[src/rtl/accel_job_sched.sv]
// Wishbone-slave job scheduler: queues accelerator job descriptors, issues them one
// at a time over valid/ready, supervises each run with a watchdog and raises an irq.
`timescale 1ns/1ps

module accel_job_sched #(
    parameter int DEPTH = 4,
    parameter int TMO_W = 16
) (
    input  logic        wb_clk_i,
    input  logic        wb_rst_i,
    input  logic        wbs_cyc_i,
    input  logic        wbs_stb_i,
    input  logic        wbs_we_i,
    input  logic [3:0]  wbs_sel_i,
    input  logic [31:0] wbs_adr_i,
    input  logic [31:0] wbs_dat_i,
    output logic        wbs_ack_o,
    output logic [31:0] wbs_dat_o,
    output logic        job_valid,
    input  logic        job_ready,
    output logic [31:0] job_desc,
    input  logic        acc_done,
    output logic        acc_abort,
    output logic        busy,
    output logic        irq
);

    localparam int AW = $clog2(DEPTH);
    localparam int CW = AW + 1;

    localparam logic [1:0] S_IDLE  = 2'd0;
    localparam logic [1:0] S_ISSUE = 2'd1;
    localparam logic [1:0] S_RUN   = 2'd2;
    localparam logic [1:0] S_DONE  = 2'd3;

    logic [1:0]       state;
    logic [31:0]      mem [DEPTH];
    logic [AW-1:0]    rd_ptr, wr_ptr;
    logic [CW-1:0]    count;
    logic             full, empty;
    logic             enable, irq_en, flush_q;
    logic             irq_pend, overflow, timeout_err;
    logic [15:0]      done_cnt;
    logic [TMO_W-1:0] timeout, wdt_cnt;

    logic [2:0]  reg_idx;
    logic        wb_req, wb_wr, wb_rd;
    logic        wr_ctrl, wr_status, wr_push, wr_tmo;
    logic [2:0]  w1c;
    logic        pop_eff, push_ok, overflow_set, wdt_expire;
    logic        irq_pend_nxt, overflow_nxt, timeout_err_nxt, irq_en_nxt;
    logic [31:0] rd_data;
    logic        unused_ok;

    assign unused_ok = &{1'b0, wbs_sel_i, wbs_adr_i[31:5], wbs_adr_i[1:0]};

    assign reg_idx   = wbs_adr_i[4:2];
    assign wb_req    = wbs_cyc_i & wbs_stb_i & ~wbs_ack_o;
    assign wb_wr     = wb_req & wbs_we_i;
    assign wb_rd     = wb_req & ~wbs_we_i;
    assign wr_ctrl   = wb_wr && (reg_idx == 3'd0);
    assign wr_status = wb_wr && (reg_idx == 3'd1);
    assign wr_push   = wb_wr && (reg_idx == 3'd2);
    assign wr_tmo    = wb_wr && (reg_idx == 3'd4);

    assign full  = (count == CW'(DEPTH));
    assign empty = (count == '0);

    // A pop frees a slot in the same cycle, so a push into a full FIFO is still taken.
    assign pop_eff      = (state == S_ISSUE) & job_ready & ~empty;
    assign push_ok      = wr_push & ~flush_q & (~full | pop_eff);
    assign overflow_set = wr_push & ~flush_q & full & ~pop_eff;

    // Expiry on the TIMEOUT-th RUN cycle; a same-cycle acc_done takes precedence.
    assign wdt_expire = (state == S_RUN) & ~acc_done & (timeout != '0) &
                        (wdt_cnt == timeout - TMO_W'(1));
    assign acc_abort  = wdt_expire & ~wb_rst_i;

    assign job_valid = (state == S_ISSUE);
    assign busy      = (state == S_ISSUE) || (state == S_RUN);

    // Sticky status bits: a set in the same cycle beats the write-1-to-clear.
    assign w1c             = wr_status ? wbs_dat_i[10:8] : 3'b000;
    assign irq_pend_nxt    = (irq_pend & ~w1c[0]) | (state == S_DONE) | wdt_expire;
    assign overflow_nxt    = (overflow & ~w1c[1]) | overflow_set;
    assign timeout_err_nxt = (timeout_err & ~w1c[2]) | wdt_expire;
    assign irq_en_nxt      = wr_ctrl ? wbs_dat_i[1] : irq_en;

    always_comb begin
        // NOTE: default assignment first so no path through the case leaves rd_data unassigned (no latch).
        rd_data = '0;
        case (reg_idx)
            3'd0: rd_data = {30'b0, irq_en, enable};
            3'd1: rd_data = {21'b0, timeout_err, overflow, irq_pend, 5'(count), empty, full, busy};
            3'd3: rd_data = {16'b0, done_cnt};
            3'd4: rd_data = 32'(timeout);
            default: rd_data = '0;
        endcase
    end

    // NOTE: sequential state uses non-blocking assignments only, so every flop samples pre-edge values.
    always_ff @(posedge wb_clk_i) begin
        if (wb_rst_i) begin
            wbs_ack_o   <= 1'b0;
            wbs_dat_o   <= '0;
            enable      <= 1'b0;
            irq_en      <= 1'b0;
            flush_q     <= 1'b0;
            irq_pend    <= 1'b0;
            overflow    <= 1'b0;
            timeout_err <= 1'b0;
            timeout     <= '0;
            irq         <= 1'b0;
        end else begin
            wbs_ack_o   <= wb_req;
            wbs_dat_o   <= wb_rd ? rd_data : '0;
            flush_q     <= wr_ctrl & wbs_dat_i[2];
            if (wr_ctrl) begin
                enable <= wbs_dat_i[0];
                irq_en <= wbs_dat_i[1];
            end
            if (wr_tmo) begin
                timeout <= wbs_dat_i[TMO_W-1:0];
            end
            irq_pend    <= irq_pend_nxt;
            overflow    <= overflow_nxt;
            timeout_err <= timeout_err_nxt;
            irq         <= irq_en_nxt & (irq_pend_nxt | timeout_err_nxt);
        end
    end

    // NOTE: descriptor storage is not reset; count and pointers alone define which entries are valid.
    always_ff @(posedge wb_clk_i) begin
        if (push_ok) begin
            mem[wr_ptr] <= wbs_dat_i;
        end
    end

    always_ff @(posedge wb_clk_i) begin
        if (wb_rst_i || flush_q) begin
            rd_ptr <= '0;
            wr_ptr <= '0;
            count  <= '0;
        end else begin
            if (push_ok) begin
                wr_ptr <= wr_ptr + AW'(1);
            end
            if (pop_eff) begin
                rd_ptr <= rd_ptr + AW'(1);
            end
            case ({push_ok, pop_eff})
                2'b10:   count <= count + CW'(1);
                2'b01:   count <= count - CW'(1);
                default: count <= count;
            endcase
        end
    end

    // Issue is held off during a pending flush so the head being discarded is never offered.
    always_ff @(posedge wb_clk_i) begin
        if (wb_rst_i) begin
            state    <= S_IDLE;
            job_desc <= '0;
            wdt_cnt  <= '0;
            done_cnt <= '0;
        end else begin
            case (state)
                S_IDLE: begin
                    if (enable && !empty && !flush_q) begin
                        state    <= S_ISSUE;
                        job_desc <= mem[rd_ptr];
                    end
                end
                S_ISSUE: begin
                    if (job_ready) begin
                        wdt_cnt <= '0;
                        state   <= S_RUN;
                    end
                end
                S_RUN: begin
                    if (acc_done) begin
                        state <= S_DONE;
                    end else if (wdt_expire) begin
                        state <= S_IDLE;
                    end else begin
                        wdt_cnt <= wdt_cnt + TMO_W'(1);
                    end
                end
                S_DONE: begin
                    done_cnt <= done_cnt + 16'd1;
                    state    <= S_IDLE;
                end
                default: state <= S_IDLE;
            endcase
        end
    end

endmodule

[config.mk]
export PLATFORM = sky130hd
export DESIGN_NAME = accel_job_sched
export DESIGN_NICKNAME = d
export VERILOG_FILES = /design/src/rtl/accel_job_sched.sv
export SDC_FILE = /design/constraint.sdc
export NUM_CORES = 1
export LEC_CHECK = 0
export BUFFER_PORTS_ARGS = -buffer_cell sky130_fd_sc_hd__buf_2
export CAP_MARGIN = 5
export CORE_UTILIZATION = 60
export DETAILED_ROUTE_END_ITERATION = 12
export MAX_ROUTING_LAYER = met4
export PLACE_DENSITY = 0.86
export SETUP_SLACK_MARGIN = 0.05
export SLEW_MARGIN = 30
export SYNTH_ARGS = -nofsm -noshare
export SYNTH_HDL_FRONTEND = slang
export SYNTH_SLANG_ARGS = --single-unit
[constraint.sdc]
create_clock -name wb_clk_i -period 7.7 [get_ports wb_clk_i]
set_clock_uncertainty 0.2 [all_clocks]
set_input_delay 0.77 -clock wb_clk_i [delete_from_list [all_inputs] [get_ports wb_clk_i]]
set_output_delay 0.77 -clock wb_clk_i [all_outputs]
set_load 0.02 [all_outputs]
After elaboration in Yosys (flattened, before gate mapping)
Memory sizes are Yosys's and may differ from the RTL's. A register that Yosys moved wholly into a read port is not among the register bits. Cells that the tools add are included. Widths: inputs -> output; s select.

Word-level logic and storage cells: 112. Bits of input ports: 75. Memories: 1. Register bits: 97. Output and inout port bits: 69. Memory bits (writable): 128.

Equality and inequality tests: 16. Bitwise gates (word level): 37. Mux-type cells: 15. Add/subtract/negate cells: 7. Reduce and logical (&&, ||, !) cells: 20.

Memories: mem (depth 4, width 32, read ports 1, clocked after Yosys merged registers in 1, wr ports 1, RTL line 37) `logic [31:0] mem [DEPTH];`.

Operators by type and width (count): $pmux 16 s4 (1); $mux 16 (3); $add 16x1->16 const B (2); $pmux 16 s2 (1); $and 1x1->1 (19); $eq 16x16->1 (1); $reduce_bool 16->1 (1); $sub 16x1->16 const B (1); $not 1->1 (12); $mux 2 (4); $pmux 2 s4 (1); $eq 2x2->1 const B (3); $eq 3x2->1 const B (2); $eq 3x3->1 const B (2); $logic_and 1x1->1 (6); $logic_not 3->1 (2); $ne 2x2->1 const B (3); $or 1x1->1 (6); $pmux 3 s2 (1); $add 2x1->2 const B (2); $eq 2x1->1 const B (2); $reduce_and 4->1 (1); $reduce_bool 2->1 (2); $add 3x1->3 const B (1); 12 further kinds (16).

Longest topological paths before layout
Word-level depth: 11. Depth in mapped cells: 12. Mapped depth without buffers: 11.

Worst setup path after synthesis
OpenSTA, ideal clock, no wires.

Path kind: input -> output. Start: in acc_done. End: out acc_abort. Path buffers: 1. Required time: 6.730 ns. Arrival time: 2.890 ns. Setup slack: 3.840 ns. Cell stages on the path: 7. Cell sequence: nand2b_1 > a2111oi_0 > o31a_1 > or3b_2 > or4_1 > buf_2 > nor2_1.

Word-level cells in the longest chain between the ends: 5.

RTL lines: from (decl) (RTL line 22) `input logic acc_done,`; $not 1->1 (RTL line 75) `assign wdt_expire = (state == S_RUN) & ~acc_done & (timeout != '0) &`; $and 1x1->1 (3 in a row) (RTL line 75); $and 1x1->1 (RTL line 77) `assign acc_abort = wdt_expire & ~wb_rst_i;`; to (decl) (RTL line 23) `output logic acc_abort,`.

No other way between the ends.

Worst setup path after layout
Start: reg state[0]. End: out acc_abort.

Word-level cells in the longest chain between the ends: 5.

RTL lines: from (decl) (RTL line 36) `logic [1:0] state;`; from (signal assigned) (RTL line 162) `state <= S_IDLE;`; from (signal assigned) (RTL line 170) `state <= S_ISSUE;`; from (signal assigned) (RTL line 177) `state <= S_RUN;`; $eq 2x2->1 (RTL line 75); $and 1x1->1 (3 in a row) (RTL line 75); $and 1x1->1 (RTL line 77).

No other way between the ends.

==> results.py <==
metrics = {
    "critical_path": {
        "cp-start-kind": "flop",
        "critPathRequiredTime_ns": 6.73,
        "critPathKind": "flop to output pin",
        "r2r_slack_ns": 3.71,
        "worstPathArrival_ns": 4.16,
        "worstSetupEndpointType": "output pin",
        "path_max_fanout": 17,
    },
    "power": {
        "combPwrFrac_pct": 2.4,
        "p_per_area_nw_per_um2": 232,
        "switching_share_pct": 20.5,
        "vdd_drop_max_uv": 205,
        "clockPowerShare_pct": 47.8,
        "p_int_mw": 2.16,
        "p_sw_uw": 557,
        "power_frac_seq_pct": 49.8,
        "p_leak_nw": 4.11,
    },
    "synth": {
        "synth.distinct_cells": 72,
        "yosysWarnings": 0,
        "syn_area_um2": 10300,
        "synth_edf_count": 128,
        "ys_seq_elements": 241,
        "synth_ff_type": "edfxtp_1",
        "synthCells": 875,
        "ys_seq_area_share_pct": 59.4,
        "synthArstFlopShare_pct": 0,
        "syn_avg_cell_area_um2": 11.7,
    },
    "global_routing": {
        "grt_pass1_vias": 7024,
        "grt_pass1_wl_mm": 36.3,
        "grt-ovfl-total": 0,
        "grt_start_max_net_pins": 83,
        "antenna_found_initial": 1,
        "grt_usage_pct": 27.7,
    },
    "detailed_routing": {
        "routed_via_density": 6.07,
        "post-route-drc-count": 0,
        "wl_mm": 23.5,
        "dr.pass1.iters": 6,
        "first_iter_violations": 745,
        "wl_per_cell_um": 19.7,
        "ant_nets": 0,
        "vias": 7246,
    },
    "clock_tree": {
        "cts.path.max_buffers": 3,
        "cts_tree": "built",
        "cts_sinks": 241,
        "insertion_delay_ns": 0.53,
        "hold_buffers": 0,
        "htreeDepth": 1,
        "cts_buffers": 24,
        "cts_setup_buffers": 0,
        "ctsResizeCount": 0,
        "clkSlewWorstSetupHoldPaths_ns": 0.06,
        "cts_root_buffer": "clkbuf_16",
    },
    "timing": {
        "finalHoldViolCount": 0,
        "period_share_pct": 66.6,
        "slew_violations": 0,
        "tightest_slew_ns": 0.981,
        "setup_tns_ns": 0,
        "grt_setup_unrepaired": "false",
        "period_minus_slack_ns": 5.13,
        "relSlewSlack_pct": 34.6,
        "fmax_mhz": 195,
        "setup_viol": 0,
    },
    "finish": {
        "stdcell_count": 1193,
        "fillCellCount": 1067,
        "fin_area_um2": 11700,
        "regArea_um2": 6110,
        "final_nets": 1042,
        "layout-drive-gt1-share_pct": 20.7,
        "multi_input_area_um2": 3810,
        "synthToLayoutAreaGrowth_pct": 14.0,
    },
    "floorplan": {
        "die_area_um2": 17700,
        "die_y_um": 133,
        "core_area_um2": 16600,
        "io_pins": 144,
        "rows": 47,
        "fp.dieW_um": 133,
        "start_util_pct": 61.8,
    },
    "place": {
        "placed_area_um2": 10800,
        "dp_cells": 1147,
        "port_buffers": 94,
        "hpwl_mm": 14.7,
        "routabilityCongestion": 0.921,
    },
    "job": {
        "maxCapViolCount": 0,
    },
    "worst_hold_path": {
        "holdCritPathClass": "primary input to flop",
    },
    "status": {
        "outcome": "finished clean",
    },
}
sequential cells by signal (all words and copies together), names as in the netlist, 3 cells and up:
register,flops
count,3
wbs_dat_o,16
mem,128
wdt_cnt,16
done_cnt,16
job_desc,32
timeout,16
worst paths after layout:
path / startpoint / endpoint / cells past startpoint
worst min register to register: job_desc[6] / job_desc[6] / 2
worst max register to register: state[0] / state[1] / 10
worst min-delay path: wbs_dat_i[30] / mem[0][30] / 1
worst max-delay path: state[0] / acc_abort / 9
power groups by stage:
stage	Clock [mW]	Sequential [mW]	Combinational [mW]
2_1_floorplan	0	1.38	0.0414
3_3_place_gp	0	1.38	0.0600
3_5_place_dp	0	1.38	0.0620
4_1_cts	1.31	1.35	0.0628
5_1_grt	1.36	1.35	0.0689
6_report	1.30	1.36	0.0642
cells in the mapped netlist (3+ instances only):
| cell | number | area (µm²) |
|---|---|---|
| buf_6 | 3 | 33.8 |
| or3_1 | 10 | 62.6 |
| ha_1 | 12 | 150 |
| and4_1 | 4 | 35.0 |
| edfxtp_1 | 128 | 3840 |
| buf_4 | 16 | 120 |
| o41ai_1 | 5 | 43.8 |
| nand4_1 | 8 | 50.1 |
| nand2b_1 | 3 | 18.8 |
| and3_1 | 14 | 87.6 |
| o31ai_1 | 3 | 22.5 |
| o21ai_1 | 3 | 15.0 |
| o311ai_0 | 5 | 43.8 |
| dfxtp_1 | 113 | 2260 |
| xnor2_1 | 19 | 166 |
| a21oi_1 | 75 | 375 |
| nand2_1 | 128 | 480 |
| nor3_1 | 9 | 45.0 |
| a22oi_1 | 9 | 67.6 |
| nor2b_1 | 7 | 43.8 |
| mux2i_1 | 13 | 130 |
| o21ai_0 | 13 | 65.1 |
| nor2_1 | 67 | 251 |
| mux4_2 | 32 | 721 |
| clkbuf_1 | 33 | 124 |
| buf_2 | 3 | 15.0 |
| nor3b_1 | 4 | 30.0 |
| a211oi_1 | 3 | 22.5 |
| buf_1 | 10 | 37.5 |
| and2_1 | 6 | 37.5 |
| xor2_1 | 16 | 140 |
| inv_1 | 24 | 90.1 |
| a31oi_1 | 5 | 31.3 |
| nand3_1 | 17 | 85.1 |
| or4_1 | 6 | 45.0 |
layer usage:
layer	share of wire, %	wire (µm)	global-route usage [%]
met1	38	8830	33.6
met2	50	11700	46.0
met3	8.9	2080	4.71
met4	3.4	805	11.2
met5	0	0	-
metrics by stage:
stage	hold slack [ns]	worst slack (ns)	utilization, %	power [mW]
after CTS	0.242	2.70	70.4	2.73
after global routing	0.242	2.28	70.4	2.78
final	0.249	2.57	70.4	2.72
after floorplan	0.253	3.84	-	1.42
after detailed placement	0.242	3.30	65.0	1.45
after global placement	0.239	3.28	65.0	1.44
cell families (layout without fill, tap and decap cells):
logic type | after synthesis | after routing | share of synthesized area, %
fa+ha+maj | 13 | 13 | 1.66
flops | 241 | 241 | 59.4
xor+xnor | 35 | 35 | 2.98
compound gates | 145 | 145 | 9.01
simple gates | 302 | 302 | 14.3
mux | 47 | 47 | 8.49
buf+inv | 91 | 173 | 4.17
other cells | 1 | 17 | 0.0365
worst max-delay path, stage by stage (launching register included):
cell and delay (ns):
dfxtp_1 0.34, inv_1 0.12, ha_1 0.59, nand2b_1 0.19
a2111oi_0 0.55, o31a_1 0.25, or3b_2 0.49, or4_1 0.76
nor2_1 0.15, buf_2 0.18
final cells by class:
type,count,share of cell area (%)
inverter,25,0.800
clock inverter,17,2.31
timing repair buffer,104,4.65
tap,220,2.35
sequential,241,52.1
antenna,1,0.0213
multi-input combinational,558,32.5
clock buffer,27,5.30
cell usage in the layout, fill, tap and decap left out, types with 13 or more instances in the layout:
cell type  instances
nand2_1          128
edfxtp_1         128
dfxtp_1          112
buf_2             94
a21oi_1           75
nor2_1            67
mux4_2            32
inv_1             24
clkbuf_16         24
xnor2_1           19
nand3_1           17
xor2_1            16
conb_1            16
and3_1            14
o21ai_0           13
mux2i_1           13
Note: power is estimated with default switching activity, not from simulation.
